### config.mk
export PLATFORM = sky130hd
export DESIGN_NAME = arm_pipe_ctrl
export DESIGN_NICKNAME = d
export VERILOG_FILES = /design/src/rtl/arm_pipe_pkg.sv /design/src/rtl/arm_hazard_detect.sv /design/src/rtl/arm_pipe_ctrl.sv
export SDC_FILE = /design/constraint.sdc
export NUM_CORES = 1
export LEC_CHECK = 0
export CORE_ASPECT_RATIO = 1.75
export CORE_MARGIN = 1
export CORE_UTILIZATION = 28
export DETAILED_ROUTE_END_ITERATION = 8
export MAX_ROUTING_LAYER = met4
export PLACE_DENSITY_LB_ADDON = 0.08
export SLEW_MARGIN = 20
export SYNTH_ARGS = -nofsm -noshare
export SYNTH_HDL_FRONTEND = slang
export SYNTH_HIERARCHICAL = 1
export SYNTH_SLANG_ARGS = --single-unit
### constraint.sdc
create_clock -name clk -period 5.2 [get_ports clk]
set_clock_uncertainty 0.15 [all_clocks]
set_input_delay 1.04 -clock clk [delete_from_list [all_inputs] [get_ports clk]]
set_output_delay 1.04 -clock clk [all_outputs]
set_load 0.005 [all_outputs]
### src/rtl/arm_pipe_pkg.sv
// Shared types and constants for the ARM pipeline sequencer.
// Optional feature macro used by this slice: ARM_PIPE_FORWARDING_EN.
package arm_pipe_pkg;

    // Default widths for the sequencer and hazard unit
    localparam int REG_W_DEF = 4;
    localparam int CNT_W_DEF = 16;

    // Instruction loaded into IF/ID when it is flushed
    localparam logic [31:0] NOP_INSTR = 32'hE0000000;

    // Data-cache miss tracking states
    typedef enum logic {
        RUN  = 1'b0,
        MISS = 1'b1
    } pipe_state_e;

endpackage

### src/rtl/arm_hazard_detect.sv
// Read-after-write hazard detection for the instruction in ID.
// ARM_PIPE_FORWARDING_EN: only load-use hazards stall; otherwise any pending write does.
module arm_hazard_detect
    import arm_pipe_pkg::*;
#(
    parameter int REG_W = REG_W_DEF
) (
    input  logic [REG_W-1:0] id_src1,
    input  logic [REG_W-1:0] id_src2,
    input  logic             id_use_src1,
    input  logic             id_use_src2,
    input  logic [REG_W-1:0] exe_dest,
    input  logic             exe_wb_en,
    input  logic             exe_mem_read,
    input  logic [REG_W-1:0] mem_dest,
    input  logic             mem_wb_en,
    output logic             hazard
);

    logic match1;
    logic match2;

`ifdef ARM_PIPE_FORWARDING_EN
    // MEM results and non-load EXE results reach ID via the forwarding paths
    logic unused_mem_fields;
    assign unused_mem_fields = ^{mem_dest, mem_wb_en};

    // Stall only when a load in EXE produces a source of the ID instruction
    always_comb begin
        match1 = exe_wb_en & exe_mem_read & (id_src1 == exe_dest);
        match2 = exe_wb_en & exe_mem_read & (id_src2 == exe_dest);
    end
`else
    // Without forwarding every pending write matters, loads or not
    logic unused_exe_load;
    assign unused_exe_load = exe_mem_read;

    // Stall on any writer in EXE or MEM targeting an ID source
    always_comb begin
        match1 = (exe_wb_en & (id_src1 == exe_dest))
               | (mem_wb_en & (id_src1 == mem_dest));
        match2 = (exe_wb_en & (id_src2 == exe_dest))
               | (mem_wb_en & (id_src2 == mem_dest));
    end
`endif

    // Only sources the instruction really reads can create a hazard
    always_comb begin
        hazard = (id_use_src1 & match1) | (id_use_src2 & match2);
    end

endmodule

### src/rtl/arm_pipe_ctrl.sv
// Pipeline sequencer: freeze/flush/bubble controls, cache-miss FSM, event counters.
// Hazard policy follows ARM_PIPE_FORWARDING_EN inside arm_hazard_detect.
module arm_pipe_ctrl
    import arm_pipe_pkg::*;
#(
    parameter int CNT_W = CNT_W_DEF,
    parameter int REG_W = REG_W_DEF
) (
    input  logic             clk,
    input  logic             rst,
    input  logic [REG_W-1:0] id_src1,
    input  logic [REG_W-1:0] id_src2,
    input  logic             id_use_src1,
    input  logic             id_use_src2,
    input  logic [REG_W-1:0] exe_dest,
    input  logic             exe_wb_en,
    input  logic             exe_mem_read,
    input  logic [REG_W-1:0] mem_dest,
    input  logic             mem_wb_en,
    input  logic             branch_taken,
    input  logic             mem_req,
    input  logic             cache_ready,
    output logic             pc_freeze,
    output logic             ifid_freeze,
    output logic             ifid_flush,
    output logic             idexe_flush,
    output logic             mem_freeze,
    output logic [CNT_W-1:0] miss_cnt,
    output logic [CNT_W-1:0] stall_cnt,
    output logic [CNT_W-1:0] flush_cnt
);

    localparam logic [CNT_W-1:0] CNT_ONE = {{(CNT_W-1){1'b0}}, 1'b1};
    localparam logic [CNT_W-1:0] CNT_MAX = {CNT_W{1'b1}};

    pipe_state_e      state_q;
    pipe_state_e      state_d;
    logic [CNT_W-1:0] miss_cnt_q;
    logic [CNT_W-1:0] miss_cnt_d;
    logic [CNT_W-1:0] stall_cnt_q;
    logic [CNT_W-1:0] stall_cnt_d;
    logic [CNT_W-1:0] flush_cnt_q;
    logic [CNT_W-1:0] flush_cnt_d;

    logic hazard;
    logic miss_start;
    logic stall_evt;
    logic flush_evt;

    // Counters stick at all-ones instead of wrapping
    function automatic logic [CNT_W-1:0] sat_inc(
        input logic [CNT_W-1:0] v,
        input logic             en
    );
        if (en && (v != CNT_MAX)) begin
            return v + CNT_ONE;
        end
        return v;
    endfunction

    arm_hazard_detect #(
        .REG_W (REG_W)
    ) u_hazard (
        .id_src1      (id_src1),
        .id_src2      (id_src2),
        .id_use_src1  (id_use_src1),
        .id_use_src2  (id_use_src2),
        .exe_dest     (exe_dest),
        .exe_wb_en    (exe_wb_en),
        .exe_mem_read (exe_mem_read),
        .mem_dest     (mem_dest),
        .mem_wb_en    (mem_wb_en),
        .hazard       (hazard)
    );

    // Miss FSM next state and the Mealy memory freeze
    always_comb begin
        state_d    = state_q;
        miss_start = 1'b0;
        mem_freeze = 1'b0;
        unique case (state_q)
            RUN: begin
                if (mem_req && !cache_ready) begin
                    state_d    = MISS;
                    miss_start = 1'b1;
                    mem_freeze = 1'b1;
                end
            end
            MISS: begin
                if (cache_ready) begin
                    state_d = RUN;
                end else begin
                    mem_freeze = 1'b1;
                end
            end
            default: begin
                state_d = RUN;
            end
        endcase
        // Reset releases the freeze at once, even with a request still pending
        if (rst) begin
            mem_freeze = 1'b0;
        end
    end

    // Stage controls: a taken branch discards ID, so it overrides the stall
    always_comb begin
        pc_freeze   = hazard & ~branch_taken;
        ifid_freeze = hazard & ~branch_taken;
        ifid_flush  = branch_taken;
        idexe_flush = hazard | branch_taken;
    end

    // Counter events; a frozen pipeline makes no progress to count
    always_comb begin
        stall_evt   = hazard & ~branch_taken & ~mem_freeze;
        flush_evt   = branch_taken & ~mem_freeze;
        miss_cnt_d  = sat_inc(miss_cnt_q, miss_start);
        stall_cnt_d = sat_inc(stall_cnt_q, stall_evt);
        flush_cnt_d = sat_inc(flush_cnt_q, flush_evt);
    end

    // State and counter registers
    always_ff @(posedge clk or posedge rst) begin
        if (rst) begin
            state_q     <= RUN;
            miss_cnt_q  <= '0;
            stall_cnt_q <= '0;
            flush_cnt_q <= '0;
        end else begin
            state_q     <= state_d;
            miss_cnt_q  <= miss_cnt_d;
            stall_cnt_q <= stall_cnt_d;
            flush_cnt_q <= flush_cnt_d;
        end
    end

    assign miss_cnt  = miss_cnt_q;
    assign stall_cnt = stall_cnt_q;
    assign flush_cnt = flush_cnt_q;

endmodule

* After elaboration in Yosys (flattened, before gate mapping)
Index checks and enable logic that the tools add are counted.
** Word-level totals
- Bits in registers :: 49
- Latch bits :: 0
- Memories kept :: 0
- Memory bits (writable) :: 0
- Bits of input ports :: 26
- Memory bits (read-only) :: 0
- Logic and storage cells :: 46
- Output and inout port bits :: 53
** Cells by class
- Multiplexer cells :: 11
- Eq/ne operators :: 7
- Bitwise operators :: 16
- Divide/modulo/power cells :: 0
- $mul :: 0
- Reductions and logical operators :: 5
- Shift-type cells :: 0
- Magnitude comparators :: 0
- Add/subtract/negate cells :: 3
** Operator list (count)
- 16-bit by 1-bit adder with 16-bit output (second input constant) :: 3
- 16-bit two-way mux :: 3
- 16-bit inequality test (second input constant) :: 3
- 4-bit == test :: 4
- 1-bit AND :: 9
- 1-bit two-way mux :: 7
- 1-bit logical AND :: 4
- 1-bit OR :: 4
- 1-bit inverter :: 3
- 1-bit one-hot mux with 2 select lines :: 1
- 1-bit zero test :: 1

* Depth between registers and ports, before layout
Gate-level depths: netlist (run 1).
- Word-level depth :: 9
- Gate-level depth with buffers :: 8
- Gate-level depth less buffers :: 8

* Modules after synthesis
The synthesis (run 1) kept the hierarchy.
** By module, submodules not included
- arm_pipe_ctrl :: times used 1, area an instance 2479.9 µm², seq. area each 1226.2 µm², cells each 224
- arm_hazard_detect :: times used 1, area an instance 191.4 µm², seq. area each 0.0 µm², cells each 25

* Least setup slack after synthesis (run 1)
Ideal clock, no wire load.
- Path kind :: input-to-output
- Start :: in exe_dest[3]
- End :: out pc_freeze
- Data required time :: 4010 ps
- Path slack :: 2068 ps
- Cell stages on the path :: 6
- Path buffers :: 1
- Arrival time :: 1942 ps
- Cells stage by stage :: xor2_1 -> nor3_1 -> nand4_1 -> nand4_1 -> nor2b_1 -> buf_4
** Between the ends
- Longest elaborated chain between the ends :: 6
- Elaborated cells on any way between the ends :: 10
- Those cells by class :: 2 x eq/ne; 8 x bitwise
** Ends and longest elaborated chain
- start, declared :: RTL line arm_pipe_ctrl.sv:15 : input logic [REG_W-1:0] exe_dest,
- 4-bit == test, on equally long branches :: RTL line arm_hazard_detect.sv:40, arm_hazard_detect.sv:42
- 1-bit AND, on equally long branches :: RTL line arm_hazard_detect.sv:40, arm_hazard_detect.sv:42
- 1-bit OR, on equally long branches :: RTL line arm_hazard_detect.sv:41, arm_hazard_detect.sv:43
- 1-bit AND :: RTL line arm_hazard_detect.sv:49 : hazard = (id_use_src1 & match1) | (id_use_src2 & match2);
- 1-bit OR (*) :: RTL line arm_hazard_detect.sv:49
- net hazard :: RTL line arm_pipe_ctrl.sv:45 : logic hazard;
- 1-bit AND (*)
- end, declared :: RTL line arm_pipe_ctrl.sv:23 : output logic pc_freeze,
Mark *: on every way through the listed nets, which the timed path passes. The rest lies on a longest branch.

* Worst setup path in the final report (run 1)
- Start :: in exe_dest[1]
- End :: out ifid_freeze
** Between the ends
- Longest elaborated chain between the ends :: 6
- Elaborated cells on any way between the ends :: 10
- Those cells by class :: 2 x eq/ne; 8 x bitwise
** Ends and longest elaborated chain
- 4-bit == test, on equally long branches :: RTL line arm_hazard_detect.sv:40, arm_hazard_detect.sv:42
- 1-bit AND, on equally long branches :: RTL line arm_hazard_detect.sv:40, arm_hazard_detect.sv:42
- 1-bit OR, on equally long branches :: RTL line arm_hazard_detect.sv:41, arm_hazard_detect.sv:43
- 1-bit AND :: RTL line arm_hazard_detect.sv:49
- 1-bit OR (*) :: RTL line arm_hazard_detect.sv:49
- net hazard :: RTL line arm_pipe_ctrl.sv:45
- 1-bit AND (*) :: RTL line arm_pipe_ctrl.sv:109 : ifid_freeze = hazard & ~branch_taken;
- end, declared :: RTL line arm_pipe_ctrl.sv:24 : output logic ifid_freeze,
Marks and branches as above.

==> results.json, run 1 <==
{
  "crit_path_end_kind": "output port",
  "drt_first_pass_iters": 6,
  "dp_hpwl_um": 4685,
  "antenna_cells": 0,
  "start_util_pct": 29.19,
  "layout_commonest_cell": "clkdlybuf4s50_1",
  "fp.dieW_um": 75.84,
  "io_pins": 79,
  "cp_slowest_stage_delay_ns": 0.56,
  "synth_cells": 249,
  "hold_viol_final": 0,
  "min_period_ns": 4.192,
  "cts.sinks": 49,
  "drv_slew": 0,
  "grt-ovfl-total": 0,
  "die_h_um": 131.2,
  "cp_slowest_cell": "clkdlybuf4s50_1",
  "numCtsBuffers": 5,
  "critPathBufInv": 2,
  "grt_pass1_vias": 2274,
  "start_kind": "input port",
  "arrival_ns": 3.00,
  "relSlewSlack_pct": 41.01,
  "fp.dieArea_um2": 9950,
  "fill_cells": 901,
  "cts-root-buf": "clkbuf_16",
  "async_flop_share_pct": 100.0,
  "path_cells": "clkdlybuf4s50_1 > xor2_1 > nor3_1 > nand4_1 > nand4_1 > nor2b_1 > clkdlybuf4s50_1",
  "area_growth_pct": 41.03,
  "stdcell_area_um2": 3767,
  "multi_input_area_um2": 1399,
  "cts_tree": "done",
  "synthesis.nets": 278,
  "synth_edf_count": 0,
  "drt_iter0_drc": 79,
  "yosysUniqueCellTypes": 41,
  "cts_setup_buffers": 0,
  "worstPathMaxFanout": 4,
  "portBuffers": 77,
  "ys_ff_latch": 49,
  "regArea_um2": 1226,
  "synth_area_leader_cell": "dfrtp_1",
  "antenna_found_initial": 0,
  "route.vias.total": 2188,
  "drcViolationCount": 0,
  "routabilityCongestion": 0.7634,
  "fp-row-count": 46,
  "post_cts_resized": 0,
  "tightest_slew_ns": 0.8838,
  "synthesis.area_um2": 2671,
  "hp-class": "flop to flop",
  "hold_buffers": 0,
  "fin_crit_sh_pct": 80.62,
  "outcome": "completed",
  "cellLeakagePower_nw": 1.691,
  "mostFrequentLayoutCells": "clkdlybuf4s50_1 (77), xor2_1 (51), dfrtp_1 (49)",
  "detail_route.vias_per_cell": 4.851,
  "wl_um": 6467,
  "ir_worst_vdd_mv": 0.1581,
  "max_freq_mhz": 238.5,
  "rsz0062_at_grt": "no",
  "grt_max_degree": 50,
  "synth-main-ff-cell": "dfrtp_1",
  "synth.avg_cell_area_um2": 10.73,
  "grtUsageTotal_pct": 14.48,
  "final.setup.tns_ns": 0,
  "core_um2": 9151,
  "critPathTopFamily": "buffers and inverters",
  "grt_first_pass_wirelength_um": 10760,
  "dpl_cell_area_um2": 3576,
  "clk_pin_slew_ns": 0.06,
  "ant_nets": 0,
  "yosysTopAreaCellShare_pct": 45.90,
  "crit_type": "input port to output port",
  "setup_violations": 0,
  "wl_per_cell_um": 14.34,
  "drive_above_1_share_pct": 8.761,
  "finish.utilization_pct": 41.17,
  "seq_area_frac_synth_pct": 45.90,
  "htreeDepth": 2,
  "drv_cap": 0,
  "worstPathRequired_ns": 4.01,
  "powerDensity_nw_per_um2": 329.5,
  "synth_area_leaders": "dfrtp_1 (46%), xor2_1 (17%), nor3_1 (3.9%)",
  "clkLatencyLatePin_ns": 0.29,
  "yosys_warnings": 6,
  "nets": 359,
  "cts_buffer_depth": 2
}
## metal layers
layer,vias to the layer above,routed length (um),share of wire (%),track usage (%)
met5,-,0,0,-
met4,0,181,2.8,6.481
met3,13,308,4.8,2.914
met2,71,3377,52,24.63
met1,1038,2600,40,15.54
li1,1066,-,-,-
## stage by stage
step                std cells  setup slack [ns]  total power, mW  hold slack [ns]
detailed placement        443             1.003           0.8308           0.3434
finish                    451             1.008            1.241           0.3524
global placement          443             1.011           0.8286           0.3437
CTS                       451            0.9917            1.267           0.3547
global route              451            0.9045            1.312           0.3876
floorplan                 249             2.068           0.6474           0.3344
## cells by family (layout without fill, tap and decap cells)
family	Yosys count	count (layout)	share of synthesized area, %
AO/OA/AOI/OAI	12	12	3.841
XOR/XNOR	58	58	19.02
adder cells (fa/ha/maj)	3	3	1.405
AND/OR/NAND/NOR	112	112	25.86
multiplexers	5	5	2.248
flip-flops	49	49	45.90
buffers and inverters	10	92	1.732
## worst register-to-register path: cells and delay by family (launching register included)
kind	cells	cell delay (ns)
buffers and inverters	1	0.14
flip-flops	1	0.42
multiplexers	1	0.32
adder cells (fa/ha/maj)	1	0.27
AO/OA/AOI/OAI	1	0.18
AND/OR/NAND/NOR	1	0.64
## cell usage after synthesis (4+ instances only)
master,n
nor4b_1,4
nand2_1,13
inv_1,6
nand3_1,15
dfrtp_1,49
nand4_1,13
nor4_1,10
nor3_1,21
xnor2_1,7
nor2_1,9
mux2_2,4
nor3b_1,5
xor2_1,51
## worst paths after layout
path / start / endpoint / slack (ns) / cells past startpoint
max in group asynchronous: rst / miss_cnt[1]$_DFFE_PP0P_ / 3.09 / 2
max: exe_dest[1] / ifid_freeze / 1.01 / 7
max reg2reg: flush_cnt[0]$_DFFE_PP0P_ / flush_cnt[1]$_DFFE_PP0P_ / 2.97 / 5
min reg2reg: flush_cnt[15]$_DFFE_PP0P_ / flush_cnt[15]$_DFFE_PP0P_ / 0.35 / 1
min: flush_cnt[15]$_DFFE_PP0P_ / flush_cnt[15]$_DFFE_PP0P_ / 0.35 / 1
min in group asynchronous: rst / flush_cnt[4]$_DFFE_PP0P_ / 1.29 / 2
## state kept, by name, indices dropped and copies added (netlist names)
name and count:
stall_cnt 16, flush_cnt 16, miss_cnt 16, state_q 1
## cell type report
type,count,area share [%]
well taps,120,3.985
inverters,6,0.6310
clock inverters,3,1.727
clock buffers,5,3.321
flip-flops and latches,49,32.55
repair buffers,78,20.66
multi-input cells,190,37.13
## power breakdown
part           switching [mW]  internal, mW
logic                   0.111         0.181
registers              0.0885         0.438
clock network           0.147         0.275
total                   0.347         0.895
Note: power is estimated with default switching activity, not from simulation.
==> run 2: changes to the inputs <==
==> constraint.sdc (replaced) <==
create_clock -name clk -period 3.6 [get_ports clk]
set_clock_uncertainty 0.15 [all_clocks]
set_input_delay 0.72 -clock clk [delete_from_list [all_inputs] [get_ports clk]]
set_output_delay 0.72 -clock clk [all_outputs]
set_load 0.005 [all_outputs]
==> results.json, run 2 (synthesis gave the netlist of run 1 again) <==
{
  "outcome": "completed",
  "antenna_cells": 0,
  "fp.dieArea_um2": 9950,
  "regToRegSetupSlack_ns": 1.34,
  "htreeDepth": 2,
  "grtUsageTotal_pct": 14.13,
  "rr_worst_depth": 5,
  "dp.cells": 445,
  "ant_nets": 0,
  "tightest_slew_ns": 0.6759,
  "crit_path_end_kind": "output port",
  "grt_pass1_vias": 2172,
  "setup_violations": 0,
  "cts.sinks": 49,
  "min_from": "flush_cnt[15]$_DFFE_PP0P_",
  "io_pins": 79,
  "worstSetupStartpoint": "mem_dest[3]",
  "nets": 361,
  "powerDensity_nw_per_um2": 441.6,
  "rsz0062_at_grt": "no",
  "start_util_pct": 29.19,
  "numCtsBuffers": 5,
  "start_kind": "input port",
  "hold_buffers": 0,
  "crit_type": "input port to output port",
  "min_period_ns": 3.441,
  "drv_cap": 0,
  "cellLeakagePower_nw": 1.682,
  "die_h_um": 131.2,
  "grt_first_pass_wirelength_um": 10490,
  "final.setup.tns_ns": 0,
  "hp-class": "flop to flop",
  "relSlewSlack_pct": 54.64,
  "fp-row-count": 46,
  "portBuffers": 77,
  "layout_commonest_cell": "clkdlybuf4s50_1",
  "grt-ovfl-total": 0,
  "fp.dieW_um": 75.84,
  "hold_viol_final": 0,
  "dpl_cell_area_um2": 3603,
  "worstPathMaxFanout": 3,
  "grt_max_degree": 27,
  "clk_pin_slew_ns": 0.06,
  "cts-root-buf": "clkbuf_16",
  "cts_tree": "done",
  "worstPathRequired_ns": 2.73,
  "wl_um": 6469,
  "drv_slew": 0,
  "detail_route.vias_per_cell": 4.796,
  "drcViolationCount": 0,
  "crit_path_end": "ifid_freeze",
  "drt_iter0_drc": 103,
  "power_mw": 1.655,
  "clockPowerShare_pct": 28.2,
  "ir_worst_vdd_mv": 0.2249,
  "seqPwrFrac_pct": 46.0,
  "stdcell_area_um2": 3749,
  "area_growth_pct": 40.33,
  "p_switching_uw": 484.3,
  "fin_crit_sh_pct": 95.57,
  "cts_buffer_depth": 2,
  "dp_hpwl_um": 4869,
  "internal_power_mw": 1.171,
  "mostFrequentLayoutCells": "clkdlybuf4s50_1 (77), xor2_1 (51), dfrtp_1 (49)",
  "antenna_found_initial": 0,
  "core_um2": 9151,
  "drt_first_pass_iters": 4,
  "max_freq_mhz": 290.6,
  "arrival_ns": 2.57,
  "fill_cells": 911,
  "comb_power_share_pct": 25.8,
  "finish.utilization_pct": 40.96,
  "sw_frac_of_total_pct": 29.25,
  "drive_above_1_share_pct": 9.036,
  "fin_cells": 452,
  "clkLatencyLatePin_ns": 0.29,
  "wl_per_cell_um": 14.31,
  "reg2reg_from": "flush_cnt[0]$_DFFE_PP0P_",
  "route.vias.total": 2168,
  "reg2reg_to": "flush_cnt[1]$_DFFE_PP0P_",
  "routabilityCongestion": 0.7480
}
run 2: worst min path at each step:
stage	end	slack, ns	cells past startpoint
2_1_floorplan	flush_cnt[15]$_DFFE_PP0P_	0.33	1
5_1_grt	flush_cnt[15]$_DFFE_PP0P_	0.38	1
6_report	flush_cnt[15]$_DFFE_PP0P_	0.35	1
3_5_place_dp	flush_cnt[15]$_DFFE_PP0P_	0.35	1
3_3_place_gp	flush_cnt[15]$_DFFE_PP0P_	0.34	1
4_1_cts	flush_cnt[15]$_DFFE_PP0P_	0.35	1
run 2: area by class of cell:
class / instances / area [um2] / area share (%)
multi-input combinational: 190 / 1401 / 37.38
inverter: 6 / 22.52 / 0.6008
tap: 120 / 150.1 / 4.005
clock buffer: 7 / 142.6 / 3.805
timing repair buffer: 80 / 805.8 / 21.50
sequential: 49 / 1226 / 32.71
run 2: repair_timing:
item | in CTS | in global routing
resized for setup | 0 | 1
hold endpoints to repair | 0 | 0
setup endpoints to repair | 0 | 2
setup buffers | 0 | 0
run 2: layer usage:
metal  up-vias  part of all wire [%]  track usage [%]
met4         0                   2.3            5.453
met1      1033                    41            16.13
met5         -                     0                -
li1       1066                     -                -
met3         8                   4.4            2.684
met2        61                    53            23.60
run 2: power by group through the flow:
stage | clock network [mW] | registers [mW] | logic (mW)
finish | 0.467 | 0.761 | 0.427
global route | 0.509 | 0.779 | 0.468
CTS | 0.485 | 0.764 | 0.435
detailed placement | 0 | 0.773 | 0.432
global placement | 0 | 0.772 | 0.427
floorplan | 0 | 0.753 | 0.183
run 2: critical path: stages:
cell	delay, ns
clkdlybuf4s50_1	0.45
xor2_1	0.19
nor3_1	0.23
nand4_1	0.12
nand4_1	0.12
nor2b_2	0.21
clkdlybuf4s50_1	0.53
run 2: metrics by stage:
stage | setup WS [ns] | hold slack, ns
6_report | 0.1594 | 0.3525
5_1_grt | 0.04198 | 0.3763
4_1_cts | 0.1070 | 0.3540
3_5_place_dp | 0.1209 | 0.3453
3_3_place_gp | 0.1069 | 0.3445
2_1_floorplan | 1.067 | 0.3344
